<file path="src/rtl/seg7_scan_mux.sv">
// Time-multiplexed seven-segment scanner: prescaled digit rotation with dead-time,
// per-digit blank/dp, and a double-buffered value that only changes at frame wrap.
module seg7_scan_mux #(
  parameter int NUM_DIGITS = 8,
  parameter int PRESCALE   = 50000,
  parameter int DEADTIME   = 500,
  parameter bit ACTIVE_LOW = 1'b1,
  parameter int IDX_W      = $clog2(NUM_DIGITS)
) (
  input  logic                    clk,
  input  logic                    reset,
  input  logic                    en,
  input  logic                    load,
  input  logic [4*NUM_DIGITS-1:0] value,
  input  logic [NUM_DIGITS-1:0]   dp,
  input  logic [NUM_DIGITS-1:0]   blank,
  output logic [NUM_DIGITS-1:0]   anode,
  output logic [6:0]              seg,
  output logic                    seg_dp,
  output logic [IDX_W-1:0]        digit_idx,
  output logic                    frame_done
);

  localparam int PW = $clog2(PRESCALE);
  localparam int VW = 4 * NUM_DIGITS;
  localparam logic [PW-1:0]    LAST_P = PW'(PRESCALE - 1);
  localparam logic [PW-1:0]    DEAD_P = PW'(DEADTIME);
  localparam logic [IDX_W-1:0] LAST_I = IDX_W'(NUM_DIGITS - 1);

  function automatic logic [6:0] seg7_decode(input logic [3:0] nib);
    logic [6:0] pat;
    case (nib)
      4'h0: pat = 7'h3F;
      4'h1: pat = 7'h06;
      4'h2: pat = 7'h5B;
      4'h3: pat = 7'h4F;
      4'h4: pat = 7'h66;
      4'h5: pat = 7'h6D;
      4'h6: pat = 7'h7D;
      4'h7: pat = 7'h07;
      4'h8: pat = 7'h7F;
      4'h9: pat = 7'h6F;
      4'hA: pat = 7'h77;
      4'hB: pat = 7'h7C;
      4'hC: pat = 7'h39;
      4'hD: pat = 7'h5E;
      4'hE: pat = 7'h79;
      4'hF: pat = 7'h71;
      default: pat = 7'h00;
    endcase
    return pat;
  endfunction

  logic [PW-1:0]         pcnt_q, pcnt_d;
  logic [IDX_W-1:0]      idx_q, idx_d;
  logic [VW-1:0]         stage_val_q, stage_val_d;
  logic [NUM_DIGITS-1:0] stage_dp_q, stage_dp_d;
  logic [NUM_DIGITS-1:0] stage_blank_q, stage_blank_d;
  logic                  pending_q, pending_d;
  logic [VW-1:0]         shadow_val_q, shadow_val_d;
  logic [NUM_DIGITS-1:0] shadow_dp_q, shadow_dp_d;
  logic [NUM_DIGITS-1:0] shadow_blank_q, shadow_blank_d;
  logic [NUM_DIGITS-1:0] anode_q, anode_d;
  logic [6:0]            seg_q, seg_d;
  logic                  seg_dp_q, seg_dp_d;
  logic [IDX_W-1:0]      digit_idx_q, digit_idx_d;
  logic                  frame_done_q, frame_done_d;

  logic                  wrap_s;
  logic [3:0]            nib_s;
  logic                  blank_cur_s;
  logic [NUM_DIGITS-1:0] onehot_s;

  // Scan position, double-buffer load path and pin values for the next cycle.
  always_comb begin
    wrap_s         = en && (pcnt_q == LAST_P) && (idx_q == LAST_I);
    pcnt_d         = pcnt_q;
    idx_d          = idx_q;
    stage_val_d    = stage_val_q;
    stage_dp_d     = stage_dp_q;
    stage_blank_d  = stage_blank_q;
    pending_d      = pending_q;
    shadow_val_d   = shadow_val_q;
    shadow_dp_d    = shadow_dp_q;
    shadow_blank_d = shadow_blank_q;

    if (en) begin
      if (pcnt_q == LAST_P) begin
        pcnt_d = {PW{1'b0}};
        if (idx_q == LAST_I) begin
          idx_d = {IDX_W{1'b0}};
        end else begin
          idx_d = idx_q + IDX_W'(1);
        end
      end else begin
        pcnt_d = pcnt_q + PW'(1);
      end
    end else begin
      pcnt_d = pcnt_q;
    end

    // A load at the wrap or while dark can go straight to the shadow without tearing.
    if (load && (wrap_s || !en)) begin
      stage_val_d    = value;
      stage_dp_d     = dp;
      stage_blank_d  = blank;
      shadow_val_d   = value;
      shadow_dp_d    = dp;
      shadow_blank_d = blank;
      pending_d      = 1'b0;
    end else if (load) begin
      stage_val_d   = value;
      stage_dp_d    = dp;
      stage_blank_d = blank;
      pending_d     = 1'b1;
    end else if (wrap_s && pending_q) begin
      shadow_val_d   = stage_val_q;
      shadow_dp_d    = stage_dp_q;
      shadow_blank_d = stage_blank_q;
      pending_d      = 1'b0;
    end else begin
      pending_d = pending_q;
    end

    nib_s       = shadow_val_q[{idx_q, 2'b00} +: 4];
    blank_cur_s = shadow_blank_q[idx_q];
    onehot_s    = {{(NUM_DIGITS-1){1'b0}}, 1'b1} << idx_q;

    if (en && (pcnt_q >= DEAD_P) && !blank_cur_s) begin
      anode_d = onehot_s;
    end else begin
      anode_d = {NUM_DIGITS{1'b0}};
    end

    if (blank_cur_s) begin
      seg_d    = 7'h00;
      seg_dp_d = 1'b0;
    end else begin
      seg_d    = seg7_decode(nib_s);
      seg_dp_d = shadow_dp_q[idx_q];
    end

    digit_idx_d  = idx_q;
    frame_done_d = wrap_s;
  end

  // State and output registers; outputs are held active-high internally.
  always_ff @(posedge clk or posedge reset) begin
    if (reset) begin
      pcnt_q         <= {PW{1'b0}};
      idx_q          <= {IDX_W{1'b0}};
      stage_val_q    <= {VW{1'b0}};
      stage_dp_q     <= {NUM_DIGITS{1'b0}};
      stage_blank_q  <= {NUM_DIGITS{1'b0}};
      pending_q      <= 1'b0;
      shadow_val_q   <= {VW{1'b0}};
      shadow_dp_q    <= {NUM_DIGITS{1'b0}};
      shadow_blank_q <= {NUM_DIGITS{1'b0}};
      anode_q        <= {NUM_DIGITS{1'b0}};
      seg_q          <= 7'h00;
      seg_dp_q       <= 1'b0;
      digit_idx_q    <= {IDX_W{1'b0}};
      frame_done_q   <= 1'b0;
    end else begin
      pcnt_q         <= pcnt_d;
      idx_q          <= idx_d;
      stage_val_q    <= stage_val_d;
      stage_dp_q     <= stage_dp_d;
      stage_blank_q  <= stage_blank_d;
      pending_q      <= pending_d;
      shadow_val_q   <= shadow_val_d;
      shadow_dp_q    <= shadow_dp_d;
      shadow_blank_q <= shadow_blank_d;
      anode_q        <= anode_d;
      seg_q          <= seg_d;
      seg_dp_q       <= seg_dp_d;
      digit_idx_q    <= digit_idx_d;
      frame_done_q   <= frame_done_d;
    end
  end

  assign anode      = ACTIVE_LOW ? ~anode_q  : anode_q;
  assign seg        = ACTIVE_LOW ? ~seg_q    : seg_q;
  assign seg_dp     = ACTIVE_LOW ? ~seg_dp_q : seg_dp_q;
  assign digit_idx  = digit_idx_q;
  assign frame_done = frame_done_q;

endmodule

</file>
<file path="config.mk">
export PLATFORM = sky130hd
export DESIGN_NAME = seg7_scan_mux
export DESIGN_NICKNAME = d
export VERILOG_FILES = /design/src/rtl/seg7_scan_mux.sv
export SDC_FILE = /design/constraint.sdc
export NUM_CORES = 1
export LEC_CHECK = 0
export ABC_AREA = 1
export CAP_MARGIN = 20
export CORE_ASPECT_RATIO = 0.6
export CORE_MARGIN = 2
export CORE_UTILIZATION = 61
export DETAILED_ROUTE_END_ITERATION = 10
export PLACE_DENSITY_LB_ADDON = 0.1
export SKIP_LAST_GASP = 1
export SLEW_MARGIN = 5
export SYNTH_ARGS = -nofsm -noshare
export SYNTH_HDL_FRONTEND = slang
export SYNTH_SLANG_ARGS = --single-unit
</file>
<file path="constraint.sdc">
create_clock -name clk -period 10.5 [get_ports clk]
set_input_delay 2.1 -clock clk [delete_from_list [all_inputs] [get_ports clk]]
set_output_delay 2.1 -clock clk [all_outputs]
set_load 0.1 [all_outputs]
</file>
==> impl_metrics.py, run 1 <==
metrics = {
    "logic_synthesis": {
        "synth_area_leaders": "dfrtp_1, nand3_1, nand2_1",
        "yosysTopAreaCell": "dfrtp_1",
        "yosysMostFrequentCell": "nand2_1",
        "ys_seq_elements": 136,
        "synthesis.area_um2": 6710,
        "async_reset_ff_frac": 1.00,
        "synth_top_area_share": 0.508,
        "synth_cells": 847,
        "synth_edf_count": 0,
        "seq_area_frac_synth": 0.508,
        "yosys-top-cells-count": "nand2_1, nand3_1, dfrtp_1, inv_1, nor2_1",
        "synth-main-ff-cell": "dfrtp_1",
        "syn_area_per_cell_um2": 7.92,
        "syn_nets": 913,
        "ys_warn_count": 0,
        "synth.distinct_cells": 28,
    },
    "critical_path": {
        "r2r_slack_ps": 7170,
        "worstPathRequired_ps": 10850,
        "r2r_cells": 9,
        "r2r-start": "digit_idx_d[1]",
        "crit_path_top_delay_cell": "clkdlybuf4s50_1",
        "critical_path_class": "in2reg",
        "slowest_delay_ps": 700,
        "end_kind": "flop",
        "critPathMaxFanout": 85,
        "cp-start-kind": "input pin",
        "r2r_end": "shadow_blank_q[2]",
        "arrival_ps": 4870,
        "crit_chain": "clkdlybuf4s50_1, inv_1, o21bai_4, buf_4, nand2_2, buf_4, nand3_1, nand3_1",
    },
    "global_route": {
        "antenna_found_initial": 0,
        "grt_pass1_wl_mm": 27.5,
        "grt-ovfl-total": 0,
        "grt_usage": 0.292,
        "first_global_vias": 5439,
        "grt_max_degree": 101,
    },
    "routing": {
        "wl_met1_mm": 7.35,
        "via_count": 5995,
        "drc": 0,
        "drt-total-wl_mm": 16.4,
        "ant_nets": 0,
        "routedWlPerCell_um": 15.7,
        "dr.max_layer_used": "met4",
        "dr_wl_met2_mm": 7.60,
        "drt_iter0_drc": 565,
        "via_per_inst": 5.73,
        "firstDrtPassIters": 5,
        "wl_met3_mm": 1.30,
    },
    "hold_path": {
        "min_to": "stage_val_q[20]",
        "hp-class": "reg2reg",
        "hold_start": "stage_val_q[20]",
        "min_path_cells": 2,
    },
    "placement": {
        "port_buffers": 71,
        "dpl.cell_count": 1014,
        "pre_cts_ws_ps": 5630,
        "placed_area_um2": 7390,
        "dpl.hpwl_mm": 10.2,
        "gp_congestion": 0.891,
    },
    "final_layout": {
        "regArea_um2": 3400,
        "multi_input_area_um2": 2800,
        "num_antenna_cells": 0,
        "fin_area_um2": 8010,
        "nNetsFinal": 961,
        "area.growth.synth_to_final_pct": 19.5,
        "fin_cells": 1046,
        "nFillCells": 791,
        "drive_gt1_frac": 0.0584,
    },
    "sta": {
        "drv_slew": 0,
        "slew_headroom": 0.342,
        "tightestPinTransition_ps": 988,
        "finClkSkew_ps": 7.50,
        "timing.setup.tns_ps": 0,
        "finalHoldViolations": 0,
        "fin_ws_ps": 5980,
        "period_share": 0.431,
        "setup_viol": 0,
        "worst_hold_slack_ps": 475,
        "grt_setup_unrepaired": "false",
        "max_freq_ghz": 0.221,
        "layout_min_cycle_time_ps": 4520,
    },
    "clock_network": {
        "clock_latency_ps": 420,
        "clock-sinks": 136,
        "htree_levels": 4,
        "post_cts_resize_count": 0,
        "root_buffer": "clkbuf_16",
        "cts_tree": "built",
        "clkTransAtPathRegs_ps": 60,
        "cts_buffers": 17,
        "postCtsSetupBuffers": 0,
        "holdBufCountCts": 0,
        "cts_max_path_buffers": 2,
    },
    "power": {
        "power_leakage_nw": 3.96,
        "power_density_nw_per_um2": 185,
        "peakVddDrop_mv": 0.222,
    },
    "job": {
        "cap_violations": 0,
    },
    "floorplan": {
        "die_h_um": 85.2,
        "fp-row-count": 29,
        "core-area_um2": 10600,
        "dieArea_um2": 11900,
        "ios": 72,
        "die_w_um": 139,
        "initial_utilization": 0.631,
    },
    "outcome": {
        "status": "finished, final reports clean",
    },
}
[routing by layer]
metal  track usage  vias to the layer above
li1              -                     2863
met1         0.426                     2843
met2         0.447                      274
met3        0.0660                       15
met4        0.0799                        0
met5             0                        -
[through the flow]
stage / power [mW] / utilization
after detailed placement: 0.884 / 0.695
after global placement: 0.874 / 0.695
final: 1.48 / 0.754
after global routing: 1.55 / 0.754
after floorplan: 0.805 / -
after CTS: 1.49 / 0.751
[final cells by class]
cell class                 instances  share of cell area
timing repair buffer              80              0.0990
clock inverter                    12              0.0189
sequential                       136               0.425
inverter                          66              0.0312
multi-input combinational        594               0.349
clock buffer                      19              0.0553
tap                              139              0.0217
[layout by cell type, fill, tap and decap left out, types with 3 or more instances in the layout]
cell type and n:
bufinv_16 3, nor2_2 3, xor2_1 5, nor2_1 53
inv_1 59, nor3_1 11, nand3_1 224, o21ai_0 23
a21oi_1 14, clkinv_2 4, clkbuf_16 17, ha_1 14
buf_4 8, clkdlybuf4s50_1 70, nand4_1 5, o211ai_1 3
nand2_1 227, dfrtp_1 136, o22ai_1 3, inv_2 4
[worst max-delay path by stage]
stage | cells past startpoint | from | to
2_1_floorplan | 1 | reset | anode_q[0]
3_3_place_gp | 8 | en | shadow_val_q[13]
3_5_place_dp | 8 | en | shadow_blank_q[2]
4_1_cts | 8 | en | shadow_blank_q[2]
5_1_grt | 8 | en | shadow_blank_q[2]
6_report | 8 | en | shadow_val_q[13]
[power by group]
group	internal (mW)	switching [mW]	leakage, nW
Clock	0.378	0.227	0.289
Combinational	0.0835	0.172	1.98
Sequential	0.583	0.0420	1.69
Total	1.04	0.440	3.96
[sequential cells by signal, summed over array words and instances (netlist names), 3 cells and up]
register and flops:
anode_q 8, digit_idx 3, digit_idx_d 3, pcnt_q 16
seg_q 7, shadow_blank_q 8, shadow_dp_q 8, shadow_val_q 32
stage_blank_q 8, stage_dp_q 8, stage_val_q 32
[critical path: cells and delay by family]
| kind | cells | cell delay (ps) |
|---|---|---|
| buffers and inverters | 4 | 1900 |
| AND/OR/NAND/NOR | 3 | 600 |
| AO/OA/AOI/OAI | 1 | 220 |
[cell families after synthesis]
group	share of synthesized area
AND/OR/NAND/NOR	0.345
AO/OA/AOI/OAI	0.0390
flip-flops	0.508
buffers and inverters	0.0758
adder cells (fa/ha/maj)	0.0261
XOR/XNOR	0.00653
(Power assumes the default switching activity.)
==> inputs of run 2 (changes only) <==
CORE_UTILIZATION = 51   (was 61)
clock period = 3.8 ns   (was 10.5 ns; I/O delays follow)
==> impl_metrics.py, run 2 (synthesis results as in run 1) <==
metrics = {
    "hold_path": {
        "min_to": "stage_val_q[18]",
        "min_path_cells": 2,
        "hold_start": "stage_val_q[18]",
        "hp-class": "reg2reg",
    },
    "routing": {
        "ant_nets": 0,
        "via_per_inst": 5.44,
        "drt_iter0_drc": 395,
        "via_count": 5884,
        "drt-total-wl_mm": 16.9,
        "routedWlPerCell_um": 15.6,
        "drc": 0,
        "firstDrtPassIters": 5,
    },
    "critical_path": {
        "worstPathRequired_ps": 3040,
        "crit_chain": "inv_1, clkdlybuf4s50_1",
        "setup.worst_path.start": "anode_q[3]",
        "slowest_delay_ps": 1140,
        "cp-start-kind": "flop",
        "cp_top_family": "buffers and inverters",
        "critPathMaxFanout": 1,
        "r2r_cells": 12,
        "r2r_end": "seg_q[0]",
        "worst-path-buf-inv": 2,
        "r2r-start": "digit_idx_d[1]",
        "crit_path_top_delay_cell": "clkdlybuf4s50_1",
        "arrival_ps": 2000,
        "r2r_slack_ps": 1460,
        "end_kind": "output pin",
        "critical_path_class": "reg2out",
    },
    "floorplan": {
        "initial_utilization": 0.522,
        "core-area_um2": 12900,
        "die_h_um": 92.8,
        "ios": 72,
        "fp-row-count": 32,
        "dieArea_um2": 14100,
        "die_w_um": 152,
    },
    "global_route": {
        "grt-ovfl-total": 0,
        "antenna_found_initial": 0,
        "first_global_vias": 5705,
        "grt_pass1_wl_mm": 28.9,
        "grt_max_degree": 137,
        "grt_usage": 0.253,
    },
    "placement": {
        "gp_congestion": 0.880,
        "placed_area_um2": 7480,
        "dpl.hpwl_mm": 10.9,
        "port_buffers": 71,
    },
    "sta": {
        "timing.setup.tns_ps": 0,
        "layout_min_cycle_time_ps": 2760,
        "slew_headroom": 0.339,
        "finalHoldViolations": 0,
        "period_share": 0.726,
        "setup_viol": 0,
        "tightestPinTransition_ps": 988,
        "finClkSkew_ps": 11.5,
        "drv_slew": 0,
        "max_freq_ghz": 0.362,
        "grt_setup_unrepaired": "false",
        "worst_hold_slack_ps": 474,
    },
    "clock_network": {
        "root_buffer": "clkbuf_16",
        "clkTransAtPathRegs_ps": 60,
        "htree_levels": 4,
        "postCtsSetupBuffers": 0,
        "cts_tree": "built",
        "holdBufCountCts": 0,
        "cts_buffers": 17,
        "clock_latency_ps": 420,
        "cts_max_path_buffers": 2,
        "post_cts_resize_count": 0,
        "clock-sinks": 136,
    },
    "final_layout": {
        "num_antenna_cells": 0,
        "fin_area_um2": 8080,
        "area.growth.synth_to_final_pct": 20.4,
        "reg.largest.list": "shadow_val_q (32), stage_val_q (32), pcnt_q (16)",
        "mostFrequentLayoutCell": "nand2_1",
        "nFillCells": 1114,
        "final_cell_mix": "nand2_1, nand3_1, dfrtp_1, clkdlybuf4s50_1, inv_1",
        "drive_gt1_frac": 0.0647,
        "nNetsFinal": 965,
    },
    "power": {
        "peakVddDrop_mv": 0.285,
        "power_density_nw_per_um2": 507,
        "p_seq_frac": 0.420,
        "power_mw": 4.09,
        "switching_share": 0.318,
        "p_switching_mw": 1.30,
        "pwr-share-clk": 0.405,
        "combPwrFrac": 0.175,
        "power_leakage_nw": 3.97,
        "p_int_mw": 2.79,
    },
    "outcome": {
        "status": "finished, final reports clean",
    },
    "job": {
        "cap_violations": 0,
    },
}
[run 2: changes by cell type in the layout (fill, tap and decap cells not counted), moves of 2 or more]
cell,previous run,this run
bufinv_16,3,1
inv_8,0,3
buf_4,8,12
clkinv_2,4,0
inv_6,1,6
[run 2: final cells by class]
class | count | area, um2 | area share
clock buffer | 18 | 439 | 0.0544
clock inverter | 14 | 156 | 0.0194
inverter | 66 | 251 | 0.0311
multi-input combinational | 594 | 2800 | 0.346
sequential | 136 | 3400 | 0.421
tap | 170 | 213 | 0.0263
timing repair buffer | 84 | 816 | 0.101
[run 2: metrics by stage]
stage               instances   util  worst slack (ps)
finish                   1082  0.628              1040
global route             1082  0.628              1000
CTS                      1082  0.628              1020
detailed placement       1050  0.582               929
global placement         1050  0.582               914
floorplan                 847      -              1350
[run 2: power by group through the flow]
stage                     sequential [mW]  combinational (mW)  clock, mW
final                                1.72               0.716       1.66
after global routing                 1.73               0.801       1.74
after CTS                            1.71               0.719       1.68
after global placement               1.73               0.700          0
after detailed placement             1.74               0.715          0
after floorplan                      1.72               0.502          0
[run 2: how the worst max path moves through the flow]
stage | endpoint | slack (ps) | cells past startpoint
6_report | anode[3] | 1040 | 2
3_5_place_dp | digit_idx_d[0] | 930 | 6
4_1_cts | anode[3] | 1020 | 2
3_3_place_gp | digit_idx_d[0] | 910 | 6
2_1_floorplan | anode_q[0] | 1350 | 1
5_1_grt | anode[3] | 1000 | 2
[run 2: routing by layer]
metal	share of wire	global-route usage
met5	0	0
met4	0.010	0.0724
met3	0.053	0.0533
met2	0.44	0.372
met1	0.50	0.379
[run 2: worst reg2reg max path: stages (launching register included)]
cell	delay, ps
dfrtp_1	380
inv_1	410
nor2_1	110
o21ai_0	100
nand3_1	110
nand2_1	250
inv_1	110
ha_1	270
inv_1	100
nand3_1	100
nand3_1	110
nand2_1	60
nor2_1	150
